`src/rtl/stream_extrema_tracker_pkg.sv`:
```
// Shared FSM state encoding and width constants for the extrema tracker.
package stream_extrema_tracker_pkg;

  localparam int SAMPLE_W      = 4;
  localparam int DEFAULT_CNT_W = 8;

  typedef enum logic [1:0] {
    ST_IDLE = 2'd0,
    ST_ACC  = 2'd1,
    ST_HOLD = 2'd2
  } state_t;

endpackage

```
`src/rtl/stream_extrema_tracker_cmp.sv`:
```
// 4-bit unsigned magnitude comparator: exactly one of gt/eq/lt is set for A vs B.
module Four_bit_compartor (
  input  logic [3:0] A,
  input  logic [3:0] B,
  output logic       gt,
  output logic       eq,
  output logic       lt
);

  always_comb begin
    gt = (A > B);
    eq = (A == B);
    lt = (A < B);
  end

endmodule

```
`src/rtl/stream_extrema_tracker.sv`:
```
// Framed stream consumer tracking running max/min, max occurrence count and frame length,
// presenting one registered result per frame over a valid/ready handshake.
module stream_extrema_tracker
  import stream_extrema_tracker_pkg::*;
#(
  parameter int WIDTH = SAMPLE_W,
  parameter int CNT_W = DEFAULT_CNT_W
) (
  input  logic             clk,
  input  logic             rst_n,
  input  logic             in_valid,
  output logic             in_ready,
  input  logic [WIDTH-1:0] in_data,
  input  logic             in_last,
  output logic             out_valid,
  input  logic             out_ready,
  output logic [WIDTH-1:0] out_max,
  output logic [WIDTH-1:0] out_min,
  output logic [CNT_W-1:0] out_max_cnt,
  output logic [CNT_W-1:0] out_len,
  output logic             out_sat
);

  localparam logic [CNT_W-1:0] CNT_MAX = '1;
  localparam logic [CNT_W-1:0] CNT_ONE = CNT_W'(1);

  state_t state_q, state_d;

  logic [WIDTH-1:0] max_q, min_q;
  logic [CNT_W-1:0] max_cnt_q, len_q;
  logic             sat_q;

  logic max_gt, max_eq, max_lt;
  logic min_gt, min_eq, min_lt;
  logic in_accept, out_accept;
  logic len_full, cnt_full;
  logic unused_cmp_bits;

  Four_bit_compartor u_cmp_max (
    .A  (in_data),
    .B  (max_q),
    .gt (max_gt),
    .eq (max_eq),
    .lt (max_lt)
  );

  Four_bit_compartor u_cmp_min (
    .A  (in_data),
    .B  (min_q),
    .gt (min_gt),
    .eq (min_eq),
    .lt (min_lt)
  );

  assign unused_cmp_bits = &{1'b0, max_lt, min_gt, min_eq};

  always_ff @(posedge clk) begin
    if (!rst_n) state_q <= ST_IDLE;
    else        state_q <= state_d;
  end

  always_comb begin
    state_d    = state_q;
    in_ready   = 1'b0;
    out_valid  = 1'b0;
    in_accept  = 1'b0;
    out_accept = 1'b0;
    unique case (state_q)
      ST_IDLE, ST_ACC: begin
        in_ready  = 1'b1;
        in_accept = in_valid;
        if (in_valid) state_d = in_last ? ST_HOLD : ST_ACC;
      end
      ST_HOLD: begin
        out_valid  = 1'b1;
        out_accept = out_ready;
        if (out_ready) state_d = ST_IDLE;
      end
      default: state_d = ST_IDLE;
    endcase
  end

  assign len_full = (len_q == CNT_MAX);
  assign cnt_full = (max_cnt_q == CNT_MAX);

  // The first beat of a frame seeds every register directly; later beats
  // consult the comparators, and counters saturate while flagging sat.
  always_ff @(posedge clk) begin
    if (!rst_n) begin
      max_q     <= '0;
      min_q     <= '0;
      max_cnt_q <= '0;
      len_q     <= '0;
      sat_q     <= 1'b0;
    end else if (in_accept) begin
      if (state_q == ST_IDLE) begin
        max_q     <= in_data;
        min_q     <= in_data;
        max_cnt_q <= CNT_ONE;
        len_q     <= CNT_ONE;
        sat_q     <= 1'b0;
      end else begin
        if (max_gt) begin
          max_q     <= in_data;
          max_cnt_q <= CNT_ONE;
        end else if (max_eq && !cnt_full) begin
          max_cnt_q <= max_cnt_q + CNT_ONE;
        end
        if (min_lt) min_q <= in_data;
        if (!len_full) len_q <= len_q + CNT_ONE;
        sat_q <= sat_q | len_full | (max_eq & cnt_full);
      end
    end
  end

  assign out_max     = max_q;
  assign out_min     = min_q;
  assign out_max_cnt = max_cnt_q;
  assign out_len     = len_q;
  assign out_sat     = sat_q;

  logic unused_accept;
  assign unused_accept = out_accept;

endmodule

```
`config.mk`:
```
export PLATFORM = sky130hd
export DESIGN_NAME = stream_extrema_tracker
export DESIGN_NICKNAME = d
export VERILOG_FILES = /design/src/rtl/stream_extrema_tracker_pkg.sv /design/src/rtl/stream_extrema_tracker_cmp.sv /design/src/rtl/stream_extrema_tracker.sv
export SDC_FILE = /design/constraint.sdc
export NUM_CORES = 1
export LEC_CHECK = 0
export CELL_PAD_IN_SITES_DETAIL_PLACEMENT = 2
export CELL_PAD_IN_SITES_GLOBAL_PLACEMENT = 2
export CORE_ASPECT_RATIO = 0.6
export CORE_MARGIN = 10
export CORE_UTILIZATION = 27
export DETAILED_ROUTE_END_ITERATION = 12
export GPL_ROUTABILITY_DRIVEN = 1
export GPL_TIMING_DRIVEN = 0
export PLACE_DENSITY_LB_ADDON = 0.1
export SYNTH_ARGS = -nofsm -noshare
export SYNTH_HDL_FRONTEND = slang
export SYNTH_HIERARCHICAL = 1
export SYNTH_SLANG_ARGS = --single-unit
```
`constraint.sdc`:
```
create_clock -name clk -period 2.1 [get_ports clk]
set_input_delay 0.42 -clock clk [delete_from_list [all_inputs] [get_ports clk]]
set_output_delay 0.42 -clock clk [all_outputs]
set_load 0.02 [all_outputs]
```
==> impl_metrics.tcl <==
set metrics [dict create \
    antennaDiodeCount 0 \
    path_buf_inv 2 \
    die_w_um 119 \
    drc 0 \
    die_area_mm2 0.00940 \
    clock_latency_ns 0.28 \
    syn-num-nets 192 \
    final_common_cell "clkdlybuf4s50_1" \
    initial_core_util_pct 28.0 \
    slew_violations 0 \
    drt-total-wl_um 5240 \
    synthesis.instances 173 \
    worst_slack_ns 0.0403 \
    gp_routability_congestion 0.748 \
    start_kind "primary input" \
    placed_cell_area_mm2 0.00203 \
    drv_cap 0 \
    grt_max_degree 15 \
    whs_ns 0.452 \
    yosys_warnings 6 \
    required_ns 2.33 \
    viasPerCell 5.00 \
    cts_hold_buf 0 \
    h-tree-depth 1 \
    die_h_um 79.2 \
    first_iter_violations 41 \
    leakage_nw 0.819 \
    grt-ovfl-total 0 \
    layout-drive-gt1-share_pct 13.9 \
    first_global_vias 1658 \
    final_cells 296 \
    finalSetupViolations 0 \
    final-hold-violation-count 0 \
    grt_use_total_pct 11.2 \
    drtPass1Iterations 4 \
    vdd_drop_max_v 0.000249 \
    fin_crit_ns 2.06 \
    fin_total_pwr_mw 1.16 \
    dp_slack_ns -0.693 \
    post-route-cell-area_mm2 0.00218 \
    cts_root_buffer "clkbuf_8" \
    cpPeakStageDelay_ns 0.33 \
    dr_total_vias 1479 \
    rows 21 \
    numCtsBuffers 3 \
    critPathKind "in -> reg" \
    dp.cells 288 \
    mostFrequentLayoutCells "clkdlybuf4s50_1, dfxtp_1, inv_1" \
    port_buffers 35 \
    worstMarginPinSlew_ns 0.591 \
    tritoncts "yes" \
    crit_path_end_kind "flop" \
    cp_max_fo 9 \
    min_period_over_period_pct 98.1 \
    fin_skew_ns 0.00961 \
    power.density_mw_per_mm2 532 \
    hp-class "reg -> reg" \
    slowest_stage "a2111oi_4" \
    path_clk_slew_ns 0.11 \
    grt_pass1_wl_um 8600 \
    maxSlewHeadroom_pct 60.4 \
    synthesis.area_mm2 0.00158 \
    fin_nets 236 \
    ios 36 \
    cts_max_path_buffers 2 \
    antenna_found_initial 0 \
    worstPathCellList "dlygate4sd2_1 -> ha_1 -> nand2_2 -> o21bai_4 -> a21oi_4 -> or2_2 -> buf_6 -> a2111oi_4 -> o31a_1" \
    cp_data_arrival_time_ns 2.29 \
    fillers 632 \
    cts_sinks 27 \
    wl_per_cell_um 17.7 \
    fmax_mhz 486 \
    path_delay_family "compound AO/OA/AOI/OAI gates" \
    hpwl_um 3980 \
    syn_avg_cell_area_um2 9.11 \
    areaGrowthSynthToFinish_pct 38.2 \
    core_mm2 0.00562 \
    ant_nets 0 \
    status "finished, final reports clean" \
]
==> what timing repair did <==
action                     CTS  global route
setup buffers                0             4
setup endpoints to repair   11             6
pin swaps                    1             5
gates resized for setup     14             7
==> area by class of cell <==
class	instances	area (µm²)	area share (%)
plain buffers	6	48.8	2.24
clock buffers	4	45.0	2.07
inverters	17	63.8	2.93
multi-input cells	123	1000	46.0
flip-flops and latches	27	543	24.9
well taps	80	100	4.60
repair buffers	39	377	17.3
==> metal layers <==
layer	track usage, %	wire [µm]
met3	3.46	231
met5	0	0
met1	13.5	2520
met4	2.18	23
met2	19.5	2470
==> worst reg2reg max path: stages, from the launching register on <==
cell       delay [ns]
dfxtp_1          0.36
inv_1            0.06
ha_1             0.31
nand2_2          0.10
o21bai_4         0.14
a21oi_4          0.08
or2_2            0.31
buf_6            0.15
a2111oi_4        0.34
o31a_1           0.16
==> stage by stage <==
step | TNS (ns) | utilization, %
after floorplan | 0 | -
after global placement | -5.74 | 36.1
after detailed placement | -6.66 | 36.1
after CTS | -0.000143 | 37.6
after global routing | -0.193 | 38.7
final | 0 | 38.7
==> registers in the layout, summed over array words and instances, names as in the netlist <==
signal       cells
out_len          8
out_max          4
out_max_cnt      8
out_min          4
out_sat          1
state_q          2
==> report_power, final <==
group | internal, mW | switching, mW | total [mW]
clock network | 0.136 | 0.179 | 0.315
registers | 0.531 | 0.0172 | 0.548
logic | 0.140 | 0.156 | 0.296
==> final timing paths <==
check | startpoint | end | slack (ns) | cells past startpoint
max | in_data[2] | out_max_cnt[5] | 0.04 | 9
min | out_sat | out_sat | 0.45 | 2
max reg2reg | out_max[2] | out_max_cnt[5] | 0.07 | 9
min reg2reg | out_sat | out_sat | 0.45 | 2
Power figures use the tool's default switching activity.
